## src/rtl/dmem_ctrl.sv

```systemverilog
// dmem_ctrl: byte-addressable 32-bit data memory behind a valid/ready request and
// response handshake, with a configurable read latency and error detection.
module dmem_ctrl #(
  parameter int DEPTH_WORDS = 64,
  parameter int ADDR_W      = 32,
  parameter int READ_LAT    = 1
) (
  input  logic              CLK,
  input  logic              RST_N,
  input  logic              req_valid,
  output logic              req_ready,
  input  logic              req_we,
  input  logic [ADDR_W-1:0] req_addr,
  input  logic [31:0]       req_wdata,
  input  logic [1:0]        req_size,
  input  logic              req_unsigned,
  output logic              rsp_valid,
  input  logic              rsp_ready,
  output logic [31:0]       rsp_rdata,
  output logic              rsp_err
);

  localparam int          IDX_W    = ADDR_W - 2;
  localparam int          MEM_AW   = (DEPTH_WORDS > 1) ? $clog2(DEPTH_WORDS) : 1;
  localparam logic [63:0] DEPTH_L  = 64'(DEPTH_WORDS);
  localparam logic [1:0]  CNT_INIT = (READ_LAT >= 2) ? 2'(READ_LAT - 2) : 2'd0;

  typedef enum logic [1:0] {
    IDLE = 2'b00,
    WAIT = 2'b01,
    RESP = 2'b10
  } state_t;

  logic [31:0]       mem_q [DEPTH_WORDS];

  logic [1:0]        lane_s;
  logic [IDX_W-1:0]  widx_s;
  logic [MEM_AW-1:0] mem_idx_s;
  logic              in_range_s;
  logic              bad_s;
  logic              err_s;
  logic [31:0]       rd_word_s;
  logic [31:0]       rd_sh_s;
  logic [31:0]       load_s;
  logic [31:0]       rd_result_s;
  logic [31:0]       wr_data_s;
  logic [3:0]        wr_be_s;
  logic              accept_s;
  logic              wr_en_s;

  state_t            state_q, state_d;
  logic [1:0]        cnt_q, cnt_d;
  logic              run_q;
  logic              req_ready_q, req_ready_d;
  logic              rsp_valid_q, rsp_valid_d;
  logic [31:0]       rsp_rdata_q, rsp_rdata_d;
  logic              rsp_err_q, rsp_err_d;
  logic [31:0]       pend_rdata_q, pend_rdata_d;
  logic              pend_err_q, pend_err_d;

  always_comb begin
    lane_s     = req_addr[1:0];
    widx_s     = req_addr[ADDR_W-1:2];
    mem_idx_s  = widx_s[MEM_AW-1:0];
    in_range_s = (64'(widx_s) < DEPTH_L);
    case (req_size)
      2'b00:   bad_s = 1'b0;
      2'b01:   bad_s = req_addr[0];
      2'b10:   bad_s = (lane_s != 2'b00);
      default: bad_s = 1'b1;
    endcase
    err_s = bad_s | ~in_range_s;
  end

  // Loads shift the addressed lane down and extend; stores steer data up to the lane.
  always_comb begin
    rd_word_s = mem_q[mem_idx_s];
    rd_sh_s   = rd_word_s >> {lane_s, 3'b000};
    wr_data_s = req_wdata << {lane_s, 3'b000};
    case (req_size)
      2'b00: begin
        wr_be_s = 4'b0001 << lane_s;
        load_s  = req_unsigned ? {24'h00_0000, rd_sh_s[7:0]} : {{24{rd_sh_s[7]}}, rd_sh_s[7:0]};
      end
      2'b01: begin
        wr_be_s = 4'b0011 << lane_s;
        load_s  = req_unsigned ? {16'h0000, rd_sh_s[15:0]} : {{16{rd_sh_s[15]}}, rd_sh_s[15:0]};
      end
      2'b10: begin
        wr_be_s = 4'b1111;
        load_s  = rd_sh_s;
      end
      default: begin
        wr_be_s = 4'b0000;
        load_s  = 32'h0000_0000;
      end
    endcase
    if (err_s || req_we) begin
      rd_result_s = 32'h0000_0000;
    end else begin
      rd_result_s = load_s;
    end
  end

  // run_q blocks acceptance on the first edge after reset release.
  assign accept_s = req_valid & req_ready_q & run_q;
  assign wr_en_s  = accept_s & req_we & ~err_s;

  // rsp_valid rises one edge after RESP is entered, giving READ_LAT edges from acceptance.
  always_comb begin
    state_d      = state_q;
    cnt_d        = cnt_q;
    req_ready_d  = req_ready_q;
    rsp_valid_d  = rsp_valid_q;
    rsp_rdata_d  = rsp_rdata_q;
    rsp_err_d    = rsp_err_q;
    pend_rdata_d = pend_rdata_q;
    pend_err_d   = pend_err_q;
    case (state_q)
      IDLE: begin
        if (accept_s) begin
          pend_rdata_d = rd_result_s;
          pend_err_d   = err_s;
          req_ready_d  = 1'b0;
          if (READ_LAT == 1) begin
            state_d = RESP;
          end else begin
            state_d = WAIT;
            cnt_d   = CNT_INIT;
          end
        end else begin
          state_d = IDLE;
        end
      end
      WAIT: begin
        if (cnt_q == 2'd0) begin
          state_d = RESP;
        end else begin
          cnt_d = cnt_q - 2'd1;
        end
      end
      RESP: begin
        if (!rsp_valid_q) begin
          rsp_valid_d = 1'b1;
          rsp_rdata_d = pend_rdata_q;
          rsp_err_d   = pend_err_q;
        end else if (rsp_ready) begin
          state_d     = IDLE;
          req_ready_d = 1'b1;
          rsp_valid_d = 1'b0;
          rsp_rdata_d = 32'h0000_0000;
          rsp_err_d   = 1'b0;
        end else begin
          state_d = RESP;
        end
      end
      default: begin
        state_d     = IDLE;
        cnt_d       = 2'd0;
        req_ready_d = 1'b1;
        rsp_valid_d = 1'b0;
        rsp_rdata_d = 32'h0000_0000;
        rsp_err_d   = 1'b0;
      end
    endcase
  end

  // Control state and registered handshake outputs.
  always_ff @(posedge CLK or negedge RST_N) begin
    if (!RST_N) begin
      state_q      <= IDLE;
      cnt_q        <= 2'd0;
      run_q        <= 1'b0;
      req_ready_q  <= 1'b1;
      rsp_valid_q  <= 1'b0;
      rsp_rdata_q  <= 32'h0000_0000;
      rsp_err_q    <= 1'b0;
      pend_rdata_q <= 32'h0000_0000;
      pend_err_q   <= 1'b0;
    end else begin
      state_q      <= state_d;
      cnt_q        <= cnt_d;
      run_q        <= 1'b1;
      req_ready_q  <= req_ready_d;
      rsp_valid_q  <= rsp_valid_d;
      rsp_rdata_q  <= rsp_rdata_d;
      rsp_err_q    <= rsp_err_d;
      pend_rdata_q <= pend_rdata_d;
      pend_err_q   <= pend_err_d;
    end
  end

  // Storage array: byte-lane writes, contents survive reset.
  always_ff @(posedge CLK) begin
    if (wr_en_s) begin
      for (int b = 0; b < 4; b++) begin
        if (wr_be_s[b]) begin
          mem_q[mem_idx_s][8*b +: 8] <= wr_data_s[8*b +: 8];
        end
      end
    end
  end

  assign req_ready = req_ready_q;
  assign rsp_valid = rsp_valid_q;
  assign rsp_rdata = rsp_rdata_q;
  assign rsp_err   = rsp_err_q;

endmodule

```

## config.mk

```make
export PLATFORM = sky130hd
export DESIGN_NAME = dmem_ctrl
export DESIGN_NICKNAME = d
export VERILOG_FILES = /design/src/rtl/dmem_ctrl.sv
export SDC_FILE = /design/constraint.sdc
export NUM_CORES = 2
export LEC_CHECK = 0
export CORE_ASPECT_RATIO = 1.25
export CORE_MARGIN = 2
export CORE_UTILIZATION = 30
export DETAILED_ROUTE_END_ITERATION = 7
export PLACE_DENSITY = 0.53
export SETUP_SLACK_MARGIN = 0.3
export SLEW_MARGIN = 20
export SYNTH_ARGS = -nofsm -noshare
export SYNTH_HDL_FRONTEND = slang
export SYNTH_SLANG_ARGS = --single-unit
```

## constraint.sdc

```tcl
create_clock -name CLK -period 5.25 [get_ports CLK]
set_input_delay 1.05 -clock CLK [delete_from_list [all_inputs] [get_ports CLK]]
set_output_delay 1.05 -clock CLK [all_outputs]
set_load 0.05 [all_outputs]
```

---- Word level (Yosys, flattened, before mapping) ----
Memories as Yosys holds them, arrays and structs flattened.
Cells that the tools add are included.
storage, ports and cells
  word-level logic and storage cells ...... 86
  memories kept ........................... 1
  bits in registers ....................... 73
  output and inout bits ................... 35
  RAM bits ................................ 2048
  input bits .............................. 72
operators by class
  multiplexer cells ....................... 38
  reduce and logical (&&, ||, !) cells .... 12
  magnitude comparators ................... 1
  bitwise logic cells ..................... 10
  $add $sub $neg .......................... 1
  shift-type cells ........................ 4
  eq/ne operators ......................... 10
memories
  memory  words  width  read ports  clocked after memory_dff  write ports  line  text
  mem_q   64     32     1           0                         1            34    logic [31:0] mem_q [DEPTH_WORDS];
operators by type and width
  operator               count
  $mux W32               5
  $pmux W32 S3           1
  $pmux W32 S2           1
  $shl A32 B5 Y32        1
  $shr A32 B5 Y32        1
  $lt A30 B7 Y1 const B  1
  $mux W1                19
  $pmux W4 S3            1
  $mux W2                5
  $ne A2 B2 Y1 const B   5
  $reduce_and A2 Y1      4
  $logic_not A2 Y1       3
  $pmux W1 S3            2
  $pmux W2 S3            1
  $not A1 Y1             5
  $and A1 B1 Y1          4
  $eq A2 B1 Y1 const B   2
  $eq A2 B2 Y1 const B   2
  $pmux W1 S2            2
  $pmux W2 S2            1
  $reduce_and A4 Y1      1
  $reduce_or A2 Y1       2
  $shl A1 B2 Y4 const A  1
  $shl A2 B2 Y4 const A  1
  other kinds (5)        5

---- Logic depth before layout (Yosys ltp) ----
  depth in word-level cells ............... 7
  gate-level depth with buffers ........... 14
  depth with buffers taken out ............ 8

---- Least setup slack after synthesis ----
OpenSTA, ideal clock, no wires.
  kind .................................... input to register
  from .................................... input port req_addr[1]
  to ...................................... memory mem_q[0][19] (data pin)
  required time ........................... 4.548 ns
  arrival ................................. 4.378 ns
  stages .................................. 4
  slack ................................... 0.170 ns
  library setup time ...................... 0.702 ns
  buffers on the path ..................... 2
  path through ............................ clkbuf_1 -> buf_1 -> mux2i_1 -> o21ai_0
on the way
  longest elaborated chain between the ends .. 1
ends and longest elaborated chain
  element                  line  text
  start: declaration       13    input logic [ADDR_W-1:0] req_addr,
  $shl A32 B5 Y32          79    wr_data_s = req_wdata << {lane_s, 3'b000};
  named net wr_data_s[19]  46    logic [31:0] wr_data_s;
  end: declaration         34
The timed path passes the listed nets, and every way through them passes these cells.

---- Final worst setup path ----
  from .................................... input port req_addr[3]
  to ...................................... register pend_rdata_q[6]
on the way
  longest elaborated chain between the ends .. 5
  elaborated cells between the ends (all ways) .. 10
  those cells by class .................... order compare: 1; shift: 1; mux: 4; bitwise: 2; reduce/logical: 1; memory: 1
ends and longest elaborated chain
  element                                             line    text
  $mem_v2 Z64 W32 or $lt A30 B7 Y1 (tied branches)    -
  $shr A32 B5 Y32 or $not A1 Y1 (tied branches)       78, 72
  $mux W32, or another cell as far along              87      load_s = req_unsigned ? {16'h0000, rd_sh_s[15:0]} : {{16{rd_sh_s[15]}}, rd_sh_s[15:0]};
  $pmux W32 S3 or $logic_or A1 B1 Y1 (tied branches)  80, 98
  $mux W32 (*)                                        98      if (err_s || req_we) begin
  end signal: assignment                              188     pend_rdata_q <= pend_rdata_d;
  end: declaration                                    58      logic [31:0] pend_rdata_q, pend_rdata_d;
Mark *: on every way between the ends. The rest lies on a longest branch, timed or not.
A chain may end at the register's enable or synchronous reset.

==> results.sh <==
export IMPL_synth_nets=4792
export IMPL_status="complete, no violations"
export IMPL_crit_fanout=56
export IMPL_whs_ps=348.0
export IMPL_grtUsageMet3_pct=3.536
export IMPL_postCtsSetupRepairBufs=0
export IMPL_synth_edff_count=2048
export IMPL_cts_buffers=204
export IMPL_fin_crit_sh_pct=76.64
export IMPL_die_x_um=468.1
export IMPL_viasPerCell=5.568
export IMPL_worstSetupPathType="in2reg"
export IMPL_synth_top_flop_cell="edfxtp_1"
export IMPL_drc_errors=0
export IMPL_io_pins=107
export IMPL_worstMarginPinSlew_ps=1143
export IMPL_grt_overflow_total=0
export IMPL_area_growth_pct=18.54
export IMPL_layout_drive_gt1_share_pct=17.55
export IMPL_cts_tree="built"
export IMPL_arrival_ps=4750
export IMPL_start_kind="input port"
export IMPL_vias=49530
export IMPL_rsz0062_at_grt="false"
export IMPL_slew_viol_final=0
export IMPL_finalHoldViolations=0
export IMPL_netlist_top_cell_by_area="edfxtp_1"
export IMPL_endpoint_kind="register"
export IMPL_die_y_um=584.1
export IMPL_ctsLongestPathBuffers=4
export IMPL_ys_async_sr_fraction_pct=3.305
export IMPL_synth_top_area_share_pct=76.15
export IMPL_vdd_drop_max_uv=242.7
export IMPL_grt_pass1_wl_um=391900
export IMPL_row_count=213
export IMPL_htree_levels=4
export IMPL_ys_seq_area_share_pct=78.32
export IMPL_final_cells=8896
export IMPL_grt_pass1_vias=48290
export IMPL_start_util_pct=30.06
export IMPL_yosysMostFrequentCell="edfxtp_1"
export IMPL_max_cap_violations=0
export IMPL_met2_usage_pct=32.86
export IMPL_cts_hold_buffers=0
export IMPL_die_area_sq_um=273400
export IMPL_setup_tns_ps=0
export IMPL_use_met1_pct=25.04
export IMPL_synthTopCellsByArea="edfxtp_1 (76%), a22oi_1 (5.1%), a22o_1 (2.2%)"
export IMPL_ys_warn_count=0
export IMPL_relSlewSlack_pct=23.59
export IMPL_r2r_slack_ps=2000
export IMPL_syn_instance_count=4720
export IMPL_hold_path_class="in2async"
export IMPL_gp_congestion=0.8848
export IMPL_reg2reg_depth=9
export IMPL_synth_area_sq_um=80760
export IMPL_max_freq_mhz=248.5
export IMPL_firstDrtPassIters=8
export IMPL_r2r_start="mem_q[47][7]"
export IMPL_final_antenna_net_count=0
export IMPL_antenna_found_initial=22
export IMPL_cp_data_required_time_ps=5980
export IMPL_cts_repair_resized=0
export IMPL_routed_wirelength_um=284000
export IMPL_grt_busiest_layer="met2"
export IMPL_clock_sinks=2118
export IMPL_p_leak_nw=28.45
export IMPL_path_clk_slew_ps=70
export IMPL_synth_commonest_cells="edfxtp_1 (2048), a22oi_1 (548), nor2_1 (296)"
export IMPL_nets=5256
export IMPL_clk_latency_ps=900
export IMPL_dpl_hpwl_um=183100
export IMPL_synth_seq_cells=2118
export IMPL_port_buffers=106
export IMPL_clock_skew_ps=60.62
export IMPL_first_iter_violations=5843
export IMPL_syn_avg_cell_area_sq_um=17.11
export IMPL_post_drt_wl_per_cell_um=31.92
export IMPL_finalSetupViolations=0
export IMPL_fp_coreArea_sq_um=268600
export IMPL_yosysUniqueCellTypes=86
export IMPL_post_route_min_period_ps=4024
export IMPL_power_density_nw_per_um2=367.0
export IMPL_cp_startpoint="req_addr[3]"
export IMPL_clockRootBuffer="clkbuf_16"
export IMPL_grt_usage_pct=20.24
export IMPL_grt_max_degree=81
export IMPL_dp_cells=8523
==> power by group <==
group,leakage (nW),switching (mW),internal [mW]
sequential,17.7,0.000236,18.6
combinational,7.67,1.51,0.601
clock,3.12,6.43,7.97
total,28.5,7.94,27.2
==> state kept, by name, indices dropped and copies added (netlist names) <==
signal        flops
mem_q          2048
pend_err_q        1
pend_rdata_q     32
req_ready         1
rsp_err           1
rsp_rdata        32
rsp_valid         1
run_q             1
state_q           1
==> layer usage <==
layer | wire length, um | vias up
met3 | 21650 | 651
met4 | 20670 | 18
met5 | 128 | -
met2 | 135000 | 2418
li1 | - | 20450
met1 | 106500 | 26000
==> cells by family after synthesis <==
family / share of synthesized area, %
DFF: 78.32
muxes: 1.447
and+or+nand+nor: 5.552
AOI/OAI and AO/OA: 12.29
buffers and inverters: 2.389
other: 0.004643
==> worst paths after layout <==
check,end
hold / removal,rsp_rdata[2]
setup / recovery,pend_rdata_q[6]
setup reg to reg,pend_rdata_q[28]
hold reg to reg,rsp_rdata[14]
min in group CLK,rsp_rdata[14]
max in group asynchronous,pend_rdata_q[6]
==> critical path, stage by stage <==
cell and delay [ps]:
clkbuf_8 460, and3b_4 510, buf_4 340, a2111oi_0 710, nand3_1 340, a22o_1 350
nor4_2 150, buf_4 250, mux2_2 180, nand2_1 60, a32o_1 240
==> per-stage QoR <==
stage	instance area, sq um	total power [mW]	setup WS, ps	util (%)
after floorplan	80760	19.98	870.1	-
after global placement	89310	21.05	466.7	33.24
after detailed placement	89310	21.07	408.6	33.24
after CTS	95660	35.30	1303	35.61
after global routing	95710	36.00	1114	35.63
final	95740	35.13	1226	35.64
==> cell usage in the layout (no fill, tap or decap), types with 65 or more instances in the layout <==
cell type and n:
mux2i_1 65, a22o_1 204, a31oi_1 74, edfxtp_1 2048
a221oi_1 108, nor2_1 282, buf_4 468, clkbuf_16 204
a22oi_1 548, nand2_1 140, clkdlybuf4s50_1 100, dfrtp_1 69
nand4b_1 68
==> cell type report <==
cell class | instances | area [sq um]
fillers | 25250 | 172900
flip-flops and latches | 2118 | 63250
multi-input cells | 2197 | 15970
repair buffers | 621 | 5535
clock buffers | 236 | 5225
well taps | 3547 | 4438
clock inverters | 124 | 1126
inverters | 42 | 157.7
diodes | 11 | 27.53
Note: power is estimated with default switching activity, not from simulation.
